--- src/rtl/fifo_axis_reader_if.sv ---
`default_nettype none
// ============================================================================
//  Module      : fifo_axis_reader_if
//  Description : AXI4-Stream bus bundle (tvalid/tready/tdata/tlast) with
//                master and slave views.
//  Revision    : 1.0  initial release
// ============================================================================
interface fifo_axis_reader_if #(
    parameter int DATA_WIDTH = 32
);
    logic                  tvalid;
    logic                  tready;
    logic [DATA_WIDTH-1:0] tdata;
    logic                  tlast;

    modport master (
        output tvalid,
        output tdata,
        output tlast,
        input  tready
    );

    modport slave (
        input  tvalid,
        input  tdata,
        input  tlast,
        output tready
    );
endinterface
`default_nettype wire

--- src/rtl/fifo_axis_reader.sv ---
`default_nettype none
// ============================================================================
//  Module      : fifo_axis_reader
//  Description : Drains a first-word-fall-through FIFO and presents it as an
//                AXI4-Stream master cut into BURST_LEN-beat packets. A
//                two-entry output stage keeps pop_o independent of tready.
//  Revision    : 1.0  initial release
// ============================================================================
module fifo_axis_reader #(
    parameter int DATA_WIDTH      = 32,
    parameter int BURST_LEN       = 16,
    parameter int USAGE_WIDTH     = 5,
    parameter int WAIT_FULL_BURST = 0
) (
    input  logic                   clk_i,
    input  logic                   rst_i,
    input  logic                   flush_i,
    input  logic                   empty_i,
    input  logic [USAGE_WIDTH-1:0] usage_i,
    input  logic [DATA_WIDTH-1:0]  data_i,
    output logic                   pop_o,
    fifo_axis_reader_if.master     m_axis,
    output logic                   busy_o,
    output logic [15:0]            pkt_cnt_o
);

    // A zero-length packet has no last beat, so the stream could never close.
    generate
        if (BURST_LEN < 1 || BURST_LEN > 65535) begin : g_bad_burst_len
            $error("fifo_axis_reader: BURST_LEN must be within 1..65535");
        end
    endgenerate

    localparam logic [15:0] c_LAST_BEAT = 16'(BURST_LEN - 1);

    typedef enum logic [0:0] {
        ST_IDLE   = 1'b0,
        ST_STREAM = 1'b1
    } state_t;

    state_t                      state_q,   state_d;
    logic [15:0]                 beat_q,    beat_d;
    logic [1:0]                  occ_q,     occ_d;
    logic                        wr_ptr_q,  wr_ptr_d;
    logic                        rd_ptr_q,  rd_ptr_d;
    logic [1:0][DATA_WIDTH:0]    mem_q,     mem_d;      // {last, data}
    logic [15:0]                 pkt_cnt_q, pkt_cnt_d;

    logic w_start;
    logic w_pop;
    logic w_hs;
    logic w_last_beat;
    logic w_head_last;

    // Start condition: either any data, or a whole packet already buffered.
    assign w_start = (WAIT_FULL_BURST != 0) ? (32'(usage_i) >= 32'(BURST_LEN))
                                            : !empty_i;

    // Pop looks only at registered state and the FIFO flag, never at tready.
    assign w_pop       = (state_q == ST_STREAM) && !empty_i && (occ_q < 2'd2)
                         && !flush_i && !rst_i;
    assign w_hs        = (occ_q != 2'd0) && m_axis.tready;
    assign w_last_beat = (beat_q == c_LAST_BEAT);
    assign w_head_last = mem_q[rd_ptr_q][DATA_WIDTH];

    assign pop_o         = w_pop;
    assign m_axis.tvalid = (occ_q != 2'd0);
    assign m_axis.tdata  = mem_q[rd_ptr_q][DATA_WIDTH-1:0];
    assign m_axis.tlast  = w_head_last;
    assign busy_o        = (state_q == ST_STREAM) || (occ_q != 2'd0);
    assign pkt_cnt_o     = pkt_cnt_q;

    // Next-state for the FSM, beat counter, output stage and packet counter.
    always_comb begin
        state_d   = state_q;
        beat_d    = beat_q;
        occ_d     = occ_q;
        wr_ptr_d  = wr_ptr_q;
        rd_ptr_d  = rd_ptr_q;
        mem_d     = mem_q;
        pkt_cnt_d = pkt_cnt_q;

        case (state_q)
            ST_IDLE: begin
                if (w_start) begin
                    state_d = ST_STREAM;
                    beat_d  = 16'd0;
                end
            end
            ST_STREAM: begin
                if (w_pop) begin
                    if (w_last_beat) begin
                        beat_d  = 16'd0;
                        state_d = ST_IDLE;
                    end else begin
                        beat_d  = beat_q + 16'd1;
                    end
                end
            end
            default: state_d = ST_IDLE;
        endcase

        if (w_pop) begin
            mem_d[wr_ptr_q] = {w_last_beat, data_i};
            wr_ptr_d        = ~wr_ptr_q;
        end

        if (w_hs) begin
            rd_ptr_d = ~rd_ptr_q;
            if (w_head_last) begin
                pkt_cnt_d = pkt_cnt_q + 16'd1;
            end
        end

        case ({w_pop, w_hs})
            2'b10:   occ_d = occ_q + 2'd1;
            2'b01:   occ_d = occ_q - 2'd1;
            default: occ_d = occ_q;
        endcase

        // Abort: the partial packet in flight is dropped without handshake.
        if (flush_i) begin
            state_d  = ST_IDLE;
            beat_d   = 16'd0;
            occ_d    = 2'd0;
            wr_ptr_d = 1'b0;
            rd_ptr_d = 1'b0;
            mem_d    = '0;
        end
    end

    // State register with synchronous reset.
    always_ff @(posedge clk_i) begin
        if (rst_i) begin
            state_q   <= ST_IDLE;
            beat_q    <= 16'd0;
            occ_q     <= 2'd0;
            wr_ptr_q  <= 1'b0;
            rd_ptr_q  <= 1'b0;
            mem_q     <= '0;
            pkt_cnt_q <= 16'd0;
        end else begin
            state_q   <= state_d;
            beat_q    <= beat_d;
            occ_q     <= occ_d;
            wr_ptr_q  <= wr_ptr_d;
            rd_ptr_q  <= rd_ptr_d;
            mem_q     <= mem_d;
            pkt_cnt_q <= pkt_cnt_d;
        end
    end

endmodule
`default_nettype wire

--- src/flat_wrapper.sv ---
// flat-port wrapper written by rule: the top's interface ports become plain ports
module fifo_axis_reader_flat 
#(
    parameter int DATA_WIDTH      = 32,
    parameter int BURST_LEN       = 16,
    parameter int USAGE_WIDTH     = 5,
    parameter int WAIT_FULL_BURST = 0
)
  (clk_i, rst_i, flush_i, empty_i, usage_i, data_i, pop_o, busy_o, pkt_cnt_o, m_axis_tvalid, m_axis_tdata, m_axis_tlast, m_axis_tready);
  fifo_axis_reader_if #(.DATA_WIDTH(DATA_WIDTH)) m_axis_i ();
  input  logic clk_i;
  input  logic rst_i;
  input  logic flush_i;
  input  logic empty_i;
  input  logic [USAGE_WIDTH-1:0] usage_i;
  input  logic [DATA_WIDTH-1:0] data_i;
  output logic pop_o;
  output logic busy_o;
  output logic [15:0] pkt_cnt_o;
  output wire logic [$bits(m_axis_i.tvalid)-1:0] m_axis_tvalid;
  output wire logic [$bits(m_axis_i.tdata)-1:0] m_axis_tdata;
  output wire logic [$bits(m_axis_i.tlast)-1:0] m_axis_tlast;
  input wire logic [$bits(m_axis_i.tready)-1:0] m_axis_tready;
  assign m_axis_tvalid = m_axis_i.tvalid;
  assign m_axis_tdata = m_axis_i.tdata;
  assign m_axis_tlast = m_axis_i.tlast;
  assign m_axis_i.tready = m_axis_tready;
  fifo_axis_reader #(.DATA_WIDTH(DATA_WIDTH), .BURST_LEN(BURST_LEN), .USAGE_WIDTH(USAGE_WIDTH), .WAIT_FULL_BURST(WAIT_FULL_BURST)) u_core (.clk_i(clk_i), .rst_i(rst_i), .flush_i(flush_i), .empty_i(empty_i), .usage_i(usage_i), .data_i(data_i), .pop_o(pop_o), .m_axis(m_axis_i), .busy_o(busy_o), .pkt_cnt_o(pkt_cnt_o));
endmodule
--- config.mk ---
export PLATFORM = sky130hd
export DESIGN_NAME = fifo_axis_reader_flat
export DESIGN_NICKNAME = d
export VERILOG_FILES = /design/src/rtl/fifo_axis_reader_if.sv /design/src/rtl/fifo_axis_reader.sv /design/src/flat_wrapper.sv
export SDC_FILE = /design/constraint.sdc
export NUM_CORES = 1
export LEC_CHECK = 0
export ABC_AREA = 1
export CAP_MARGIN = 20
export CORE_ASPECT_RATIO = 0.6
export CORE_MARGIN = 1.5
export CORE_UTILIZATION = 30
export CTS_CLUSTER_DIAMETER = 200
export DETAILED_ROUTE_END_ITERATION = 6
export PLACE_DENSITY = 0.58
export SYNTH_ARGS = -nofsm -noshare
export SYNTH_HDL_FRONTEND = slang
export SYNTH_SLANG_ARGS = --single-unit
--- constraint.sdc ---
create_clock -name clk_i -period 1.85 [get_ports clk_i]
set_input_delay 0.4625 -clock clk_i [delete_from_list [all_inputs] [get_ports clk_i]]
set_output_delay 0.4625 -clock clk_i [all_outputs]
set_load 0.03 [all_outputs]
==> reports/summary.txt, run 1 <==
Mapped Nets -> 749
DRT Pass-1 Iters -> 4
Worst Path Arrival -> 1.33 ns
Post-Syn Instances -> 704
first-pass GRT wire length -> 20800 um
vias post-DR -> 4543
crit path kind -> in2out
PwrDens -> 719.7 mW/mm2
Final Cycle Share -> 96.95%
DP Area -> 0.005997 mm2
sequential fraction of the synthesis area -> 43.99%
Max Slew Vio Count -> 0
Hold Fails Final Rpt -> 0
slowest stage cell, crit path -> dlygate4sd2_1
initial antenna violation count -> 0
Final Skew -> 0.008210 ns
Slew headroom -> 73.17%
Total Power -> 0.004590 W
Antenna Cells -> 0
setup violators final -> 0
Crit. End Element -> output pin
Pleak -> 2.899 nW
CP max stage delay -> 0.31 ns
Comb pwr share -> 5.5%
critical path, cell by cell -> dlygate4sd2_1, nor2_8, nand4_4, buf_4, inv_1, buf_6
nets -> 863
crit path launch -> rst_i
Syn. warnings -> 0
Clock Latency Late Sink -> 0.35 ns
layout cells sized above 1 -> 13.37%
DRC Markers -> 0
core area -> 0.01533 mm2
P&R area growth vs syn -> 36.07%
Final HPWL DP -> 8927 um
Hold Path Class -> reg2reg
Setup crit start kind -> input pin
post-route design area -> 0.006377 mm2
die area -> 0.01641 mm2
clk root buf -> clkbuf_16
Mapped Area -> 0.004687 mm2
synth unique cells -> 30
Num CTS Buffers -> 9
placed cells -> 1007
Sw Ratio -> 22.53%
max-cap violations -> 0
Crit path required time -> 1.39 ns
die width -> 164.4 um
worst r2r src -> u_core.state_q
PortBufs -> 88
Total GRT Usage -> 16.04%
clk slew on worst S/H paths -> 0.07 ns
final antenna-violating net count -> 0
crit path time final -> 1.794 ns
largest net degree at the start of global routing -> 47
initial drt markers -> 243
vias in the first global route -> 4096
die height -> 99.82 um
num rows -> 35
commonest non-fill, non-tap cell in the layout -> nor2_1
fin util -> 41.61%
Syn Area/Cell -> 6.658 um2
drt via density -> 4.428
initial core utilization -> 30.58%
worst slew pin tran -> 0.3993 ns
CTS tree -> built
FILL cells -> 1626
final wirelength -> 12930 um
crit-path max FO -> 2
Total Neg Setup Slack -> 0 ns
status -> finished clean
wire per inst -> 12.61 um
Max clock buf depth -> 2
part of the power in the clock network -> 46.1%
CTS Sinks -> 103
Yosys reg bits -> 103
f_max -> 557.6 MHz
H-tree depth -> 3
worst hold start -> u_core.mem_q[51]
Finished Layout Cells -> 1026
Seq pwr share -> 48.5%
most frequent cells in the layout -> nor2_1 (185), nand2_1 (179), dfxtp_1 (102), o21ai_0 (67), buf_4 (66)
Peak VDD IR -> 0.0003860 V
I/O Pins -> 94
CTS Hold Bufs -> 0
global route overflow -> 0
Internal -> 0.003556 W
Switch Pwr -> 0.001034 W
global placement routability congestion -> 0.8378
[worst paths after layout]
kind / cells past startpoint / slack, ns / to
min: 2 / 0.51 / u_core.mem_q[51]
max reg2reg: 8 / 0.32 / u_core.occ_q[1]
max: 6 / 0.06 / pop_o
min reg2reg: 2 / 0.51 / u_core.mem_q[51]
[area by class of cell]
cell class | instances | area, um2 | area share (%)
Clock buffer | 9 | 225.2 | 3.531
Clock inverter | 7 | 103.9 | 1.628
Inverter | 40 | 152.6 | 2.394
Multi-Input combinational cell | 531 | 2332 | 36.57
Sequential cell | 103 | 2063 | 32.35
Tap cell | 203 | 254.0 | 3.983
Timing Repair Buffer | 133 | 1246 | 19.54
[critical path: cells and delay by family]
kind | cells | cell delay (ns)
buf+inv | 4 | 0.62
simple gates | 2 | 0.24
[power groups by stage]
stage	Clock, W	Combinational (W)	Sequential, W
6_report	0.00211	0.000250	0.00223
5_1_grt	0.00226	0.000272	0.00223
4_1_cts	0.00217	0.000252	0.00223
3_5_place_dp	0	0.000251	0.00228
3_3_place_gp	0	0.000252	0.00228
2_1_floorplan	0	0.0000946	0.00228
[cells by family (layout without fill, tap and decap cells)]
family / Yosys count / in the layout / share of synthesized area, %
AO/OA/AOI/OAI: 108 / 108 / 12.07
flip-flops: 103 / 103 / 43.99
buffers and inverters: 70 / 189 / 6.300
adder cells (fa/ha/maj): 3 / 3 / 0.8009
AND/OR/NAND/NOR: 415 / 415 / 35.91
XOR/XNOR: 5 / 5 / 0.9343
[stage by stage]
stage / setup slack (ns) / hold WS [ns]
6_report: 0.05647 / 0.5058
5_1_grt: -0.002739 / 0.5380
4_1_cts: 0.004189 / 0.5093
3_5_place_dp: -0.2962 / 0.4877
3_3_place_gp: -0.2677 / 0.4782
2_1_floorplan: 0.1378 / 0.4631
[registers in the layout, summed over array words and instances (netlist names)]
signal and flops:
u_core.state_q 1, u_core.pkt_cnt_o 16, u_core.occ_q 2, u_core.mem_q 66
u_core.beat_q 16, u_core.rd_ptr_q 1, u_core.wr_ptr_q 1
[synth_stat cells (all sizes together)]
cell type | count | area [um2]
and3 | 1 | 6.260
nand4 | 7 | 58.81
ha | 3 | 37.54
a31oi | 1 | 6.260
a21oi | 27 | 138.9
a21boi | 1 | 7.510
inv | 38 | 142.6
clkinv | 2 | 7.510
buf | 16 | 92.59
o21a | 2 | 15.01
o21bai | 3 | 22.52
nor2 | 192 | 759.5
o21ai | 72 | 360.3
xor2 | 5 | 43.79
a21o | 2 | 15.01
nor3b | 2 | 15.01
dfxtp | 103 | 2062
clkbuf | 14 | 52.55
nor3 | 9 | 45.04
nand2 | 180 | 678.2
nand3 | 24 | 120.1
[repair_timing]
item,in CTS,in global routing
cloned,0,1
pin swaps,1,0
buffers inserted,2,0
endpoints found under the setup margin,51,27
resized for setup,28,10
[layer usage]
layer  global-route usage, %  vias to the layer above  part of all wire (%)
li1                        -                     2459                     -
met4                   2.727                        0                  0.49
met1                   24.06                     1984                    56
met5                       0                        -                     0
met2                   22.59                       93                    38
met3                   4.793                        7                   5.6
Note: power is estimated with default switching activity, not from simulation.
==> run 2: changes to the inputs <==
- SKIP_LAST_GASP: default -> 1
==> reports/summary.txt, run 2 (same netlist as run 1, synthesis figures left out) <==
CTS tree -> built (unchanged)
H-tree depth -> 3 (unchanged)
Slew headroom -> 74.10% (was 73.17%)
most frequent cells in the layout -> nor2_1 (185), nand2_1 (179), dfxtp_1 (102), o21ai_0 (67), buf_4 (66) (unchanged)
wire per inst -> 12.79 um (was 12.61 um)
post-route design area -> 0.006402 mm2 (was 0.006377 mm2)
Max clock buf depth -> 2 (unchanged)
Peak VDD IR -> 0.0003851 V (was 0.0003860 V)
Switch Pwr -> 0.001036 W (was 0.001034 W)
Total Neg Setup Slack -> 0 ns (unchanged)
Total Power -> 0.004592 W (was 0.004590 W)
Comb pwr share -> 5.5% (about the same)
core area -> 0.01533 mm2 (unchanged)
Crit path required time -> 1.39 ns (about the same)
clk slew on worst S/H paths -> 0.07 ns (about the same)
RSZ-0062 raised after global routing -> no
num rows -> 35 (unchanged)
busiest grt layer -> met1 (unchanged)
max reg flops -> 66 (unchanged)
Pleak -> 2.912 nW (was 2.899 nW)
Internal -> 0.003556 W (about the same)
drt via density -> 4.451 (was 4.428)
P&R area growth vs syn -> 36.60% (was 36.07%)
max-cap violations -> 0 (unchanged)
critical path, cell by cell -> dlygate4sd2_1, nor2_8, nand4_4, buf_4, inv_1, buf_6 (unchanged)
PortBufs -> 88 (unchanged)
Final HPWL DP -> 8927 um (unchanged)
Final Skew -> 0.008460 ns (was 0.008210 ns)
met2 Resource Use GR -> 22.59% (unchanged)
worst slew pin tran -> 0.3856 ns (was 0.3993 ns)
PwrDens -> 717.2 mW/mm2 (was 719.7 mW/mm2)
FILL cells -> 1628 (was 1626)
Total GRT Usage -> 16.04% (unchanged)
Max Slew Vio Count -> 0 (unchanged)
largest net degree at the start of global routing -> 47 (unchanged)
Worst Path Arrival -> 1.34 ns (was 1.33 ns)
vias post-DR -> 4571 (was 4543)
CTS Sinks -> 103 (unchanged)
layout cells sized above 1 -> 13.47% (was 13.37%)
Final Cycle Share -> 97.29% (was 96.95%)
Hold Fails Final Rpt -> 0 (unchanged)
I/O Pins -> 94 (unchanged)
PnR worst setup slack -> 0.05006 ns (was 0.05647 ns)
Setup crit start kind -> input pin (unchanged)
Num CTS Buffers -> 9 (unchanged)
DRC Markers -> 0 (unchanged)
die height -> 99.82 um (unchanged)
CP max stage delay -> 0.32 ns (was 0.31 ns)
Sw Ratio -> 22.55% (was 22.53%)
crit-path max FO -> 2 (unchanged)
f_max -> 555.6 MHz (was 557.6 MHz)
die width -> 164.4 um (unchanged)
Crit. End Element -> output pin (unchanged)
first-pass GRT wire length -> 20800 um (unchanged)
initial antenna violation count -> 0 (unchanged)
Seq pwr share -> 48.5% (about the same)
Crit path max-delay family -> buffers and inverters (unchanged)
Hold Path Class -> reg2reg (unchanged)
status -> finished clean (unchanged)
worst path bufs/invs -> 4 (unchanged)
DP Area -> 0.005997 mm2 (unchanged)
fin util -> 41.77% (was 41.61%)
clk root buf -> clkbuf_16 (unchanged)
met1 Track Usage GR -> 24.06% (unchanged)
setup violators final -> 0 (unchanged)
Clock Latency Late Sink -> 0.35 ns (about the same)
global placement routability congestion -> 0.8378 (unchanged)
global route overflow -> 0 (unchanged)
DRT Pass-1 Iters -> 4 (unchanged)
Most flops, register -> u_core.mem_q (unchanged)
final antenna-violating net count -> 0 (unchanged)
final wirelength -> 13140 um (was 12930 um)
met3 usage -> 4.793% (unchanged)
CTS Hold Bufs -> 0 (unchanged)
part of the power in the clock network -> 46.1% (about the same)
crit path kind -> in2out (unchanged)
Antenna Cells -> 0 (unchanged)
slowest stage cell, crit path -> dlygate4sd2_1 (unchanged)
initial core utilization -> 30.58% (unchanged)
die area -> 0.01641 mm2 (unchanged)
commonest non-fill, non-tap cell in the layout -> nor2_1 (unchanged)
vias in the first global route -> 4096 (unchanged)
nets -> 864 (was 863)
crit path time final -> 1.800 ns (was 1.794 ns)
initial drt markers -> 277 (was 243)
Setup WS pre-CTS -> -0.2962 ns (unchanged)
run 2: cell types whose count changed in the layout (fill, tap and decap cells not counted):
cell	delta
clkbuf_2	+1
buf_2	-1
clkbuf_16	+1
run 2: cell type report:
cell class                 count  area, um2  share of cell area [%]
inverter                      40      152.6                   2.384
multi-input combinational    531       2332                   36.43
tap                          203      254.0                   3.967
sequential                   103       2063                   32.23
timing repair buffer         134       1271                   19.86
clock buffer                   9      225.2                   3.518
clock inverter                 7      103.9                   1.622
run 2: final timing paths:
kind | from | endpoint | slack (ns) | cells past startpoint
setup / recovery | rst_i | pop_o | 0.05 | 6
hold reg to reg | u_core.mem_q[51] | u_core.mem_q[51] | 0.50 | 2
setup reg to reg | u_core.rd_ptr_q | u_core.pkt_cnt_o[8] | 0.31 | 8
hold / removal | u_core.mem_q[51] | u_core.mem_q[51] | 0.50 | 2
run 2: repair_timing:
action,CTS,global route
cloned,0,2
buffers inserted,2,0
gates resized for setup,26,10
setup endpoints to repair,51,27
pin swaps,1,0
endpoints found under the hold margin,0,0
run 2: metrics by stage:
stage / instances / hold WS, ns
6_report: 1027 / 0.5049
5_1_grt: 1027 / 0.5380
4_1_cts: 1025 / 0.5093
3_5_place_dp: 1007 / 0.4877
3_3_place_gp: 1007 / 0.4782
2_1_floorplan: 704 / 0.4631
run 2: tightest hold or removal path: cells and delay by family (launching register included):
kind	cells	cell delay, ns
AO/OA/AOI/OAI	1	0.07
flip-flops	1	0.33
AND/OR/NAND/NOR	1	0.07
run 2: power groups by stage:
stage	Sequential (W)	Combinational (W)	Clock [W]
final	0.00223	0.000251	0.00211
after global routing	0.00223	0.000272	0.00226
after CTS	0.00223	0.000252	0.00217
after detailed placement	0.00228	0.000251	0
after global placement	0.00228	0.000252	0
after floorplan	0.00228	0.0000946	0
run 2: metal layers:
metal / vias to the layer above / part of all wire, % / wire length, um
li1: 2461 / - / -
met1: 2006 / 55 / 7239
met2: 97 / 39 / 5086
met3: 7 / 5.7 / 744
met4: 0 / 0.49 / 64
met5: - / 0 / 0
==> run 3: changes to the inputs <==
- CORE_UTILIZATION: 30 -> 46
- PLACE_DENSITY: 0.58 -> 0.8
- SKIP_LAST_GASP: 1 -> default
==> reports/summary.txt, run 3 (same netlist as run 1, synthesis figures left out) <==
crit path time final -> 1.795 ns (was 1.800 ns)
core area -> 0.009879 mm2 (was 0.01533 mm2)
die height -> 81.19 um (was 99.82 um)
Final Cycle Share -> 97.01% (was 97.29%)
FILL cells -> 862 (was 1628)
RSZ-0062 raised after global routing -> yes (was no)
max reg flops -> 66 (unchanged)
most frequent cells in the layout -> nor2_1 (183), nand2_1 (177), dfxtp_1 (102), o21ai_0 (67), buf_4 (64) (was nor2_1 (185), nand2_1 (179), dfxtp_1 (102), o21ai_0 (67), buf_4 (66))
worst slew pin tran -> 0.4239 ns (was 0.3856 ns)
largest net degree at the start of global routing -> 50 (was 47)
Worst Path Arrival -> 1.33 ns (was 1.34 ns)
DRT Pass-1 Iters -> 5 (was 4)
wire per inst -> 13.94 um (was 12.79 um)
drt via density -> 5.231 (was 4.451)
worst hold start -> u_core.beat_q[15] (was u_core.mem_q[51])
max-cap violations -> 0 (unchanged)
f_max -> 557.2 MHz (was 555.6 MHz)
cells on worst reg2reg path -> 8 (unchanged)
status -> finished clean (unchanged)
num rows -> 28 (was 35)
Final HPWL DP -> 9123 um (was 8927 um)
Slew headroom -> 71.74% (was 74.10%)
initial antenna violation count -> 0 (unchanged)
die area -> 0.01082 mm2 (was 0.01641 mm2)
Max clock buf depth -> 2 (unchanged)
die width -> 133.3 um (was 164.4 um)
initial core utilization -> 47.44% (was 30.58%)
PwrDens -> 720.7 mW/mm2 (was 717.2 mW/mm2)
vias post-DR -> 4975 (was 4571)
setup violators final -> 0 (unchanged)
Final Skew -> 0.01060 ns (was 0.008460 ns)
setup slack, reg-to-reg -> 0.20 ns (was 0.31 ns)
CTS Sinks -> 103 (unchanged)
Hold Fails Final Rpt -> 0 (unchanged)
Total GRT Usage -> 25.45% (was 16.04%)
worst hold stages -> 2 (unchanged)
R2R Path End -> u_core.beat_q[0] (was u_core.pkt_cnt_o[8])
H-tree depth -> 3 (unchanged)
Hold Path Sink -> u_core.beat_q[15] (was u_core.mem_q[51])
vias in the first global route -> 4599 (was 4096)
initial drt markers -> 367 (was 277)
commonest non-fill, non-tap cell in the layout -> nor2_1 (unchanged)
nets -> 856 (was 864)
global route overflow -> 0 (unchanged)
DRC Markers -> 0 (unchanged)
PortBufs -> 88 (unchanged)
global placement routability congestion -> 0.9314 (was 0.8378)
Most flops, register -> u_core.mem_q (unchanged)
Hold Path Class -> reg2reg (unchanged)
P&R area growth vs syn -> 32.35% (was 36.60%)
Max Slew Vio Count -> 0 (unchanged)
Antenna Cells -> 0 (unchanged)
DP Area -> 0.005824 mm2 (was 0.005997 mm2)
hold_ws -> 0.5082 ns (was 0.5049 ns)
Num CTS Buffers -> 9 (unchanged)
crit path kind -> reg2out (was in2out)
crit-path max FO -> 3 (was 2)
CTS Hold Bufs -> 0 (unchanged)
Crit path required time -> 1.39 ns (about the same)
Clock Latency Late Sink -> 0.35 ns (about the same)
final wirelength -> 13260 um (was 13140 um)
clk slew on worst S/H paths -> 0.07 ns (about the same)
Peak VDD IR -> 0.0003948 V (was 0.0003851 V)
final antenna-violating net count -> 0 (unchanged)
CTS tree -> built (unchanged)
I/O Pins -> 94 (unchanged)
post-route design area -> 0.006203 mm2 (was 0.006402 mm2)
Crit. End Element -> output pin (unchanged)
layout cells sized above 1 -> 13.24% (was 13.47%)
first-pass GRT wire length -> 21960 um (was 20800 um)
clk root buf -> clkbuf_16 (unchanged)
placed cells -> 931 (was 1007)
Setup crit start kind -> flip-flop (was input pin)
Finished Layout Cells -> 951 (was 1027)
worst r2r src -> u_core.beat_q[1] (was u_core.rd_ptr_q)
Pleak -> 2.809 nW (was 2.912 nW)
==> run 3: cell types whose count changed in the layout (fill, tap and decap cells not counted), sizes merged <==
| cell | previous run | this run |
|---|---|---|
| clkinv | 3 | 4 |
| clkbuf | 12 | 10 |
| inv | 41 | 40 |
| bufinv | 2 | 1 |
| clkdlybuf4s50 | 33 | 34 |
| buf | 77 | 72 |
| clkdlybuf4s15 | 1 | 0 |
| dlygate4sd2 | 18 | 20 |
| dlymetal6s2s | 2 | 0 |
==> run 3: how the worst max path moves through the flow <==
stage                     slack [ns]            start          endpoint
after floorplan                 0.14            rst_i   u_core.occ_q[1]
after global placement         -0.25            rst_i  u_core.beat_q[0]
after detailed placement       -0.32            rst_i  u_core.beat_q[0]
after CTS                       0.02  u_core.rd_ptr_q   m_axis_tdata[9]
after global routing          -0.006  u_core.occ_q[1]            busy_o
final                           0.06  u_core.occ_q[1]            busy_o
==> run 3: per-layer routing <==
metal  up-vias  track usage (%)  wire [um]
met4         0            7.283        126
met1      2341            34.06       6221
met2       178            40.62       6009
met3        13            6.991        903
li1       2443                -          -
met5         -                0          0
==> run 3: cell type report <==
cell class,count,area (um2),area share [%]
flip-flops and latches,103,2066,33.30
well taps,135,168.9,2.723
clock inverters,6,75.07,1.210
inverters,40,152.6,2.461
multi-input cells,531,2352,37.92
clock buffers,10,239.0,3.852
repair buffers,126,1150,18.54
==> run 3: report_power, final <==
part	total, W	leakage, nW	internal [W]	switching (W)
Combinational	0.000244	1.83	0.000120	0.000124
Sequential	0.00223	0.831	0.00222	0.00000432
Clock	0.00200	0.151	0.00111	0.000895
==> run 3: worst max-delay path, cell delays in order, from the launching register on <==
cell,delay (ns)
dfxtp_1,0.35
nor2_2,0.20
nand2_1,0.08
dlygate4sd2_1,0.36
==> run 3: metrics by stage <==
stage           TNS [ns]  utilization, %  power, W  setup slack, ns
2_1_floorplan          0               -  0.002374           0.1378
3_3_place_gp      -18.93           58.95  0.002514          -0.2458
3_5_place_dp      -21.25           58.95  0.002519          -0.3192
4_1_cts                0           62.51  0.004486          0.01899
5_1_grt        -0.006217           62.79  0.004597        -0.006217
6_report               0           62.79  0.004471          0.05535
==> run 3: timing repair <==
item,CTS,global route
buffers inserted,3,0
gates resized for setup,23,12
gates cloned,1,0
endpoints found under the setup margin,40,28
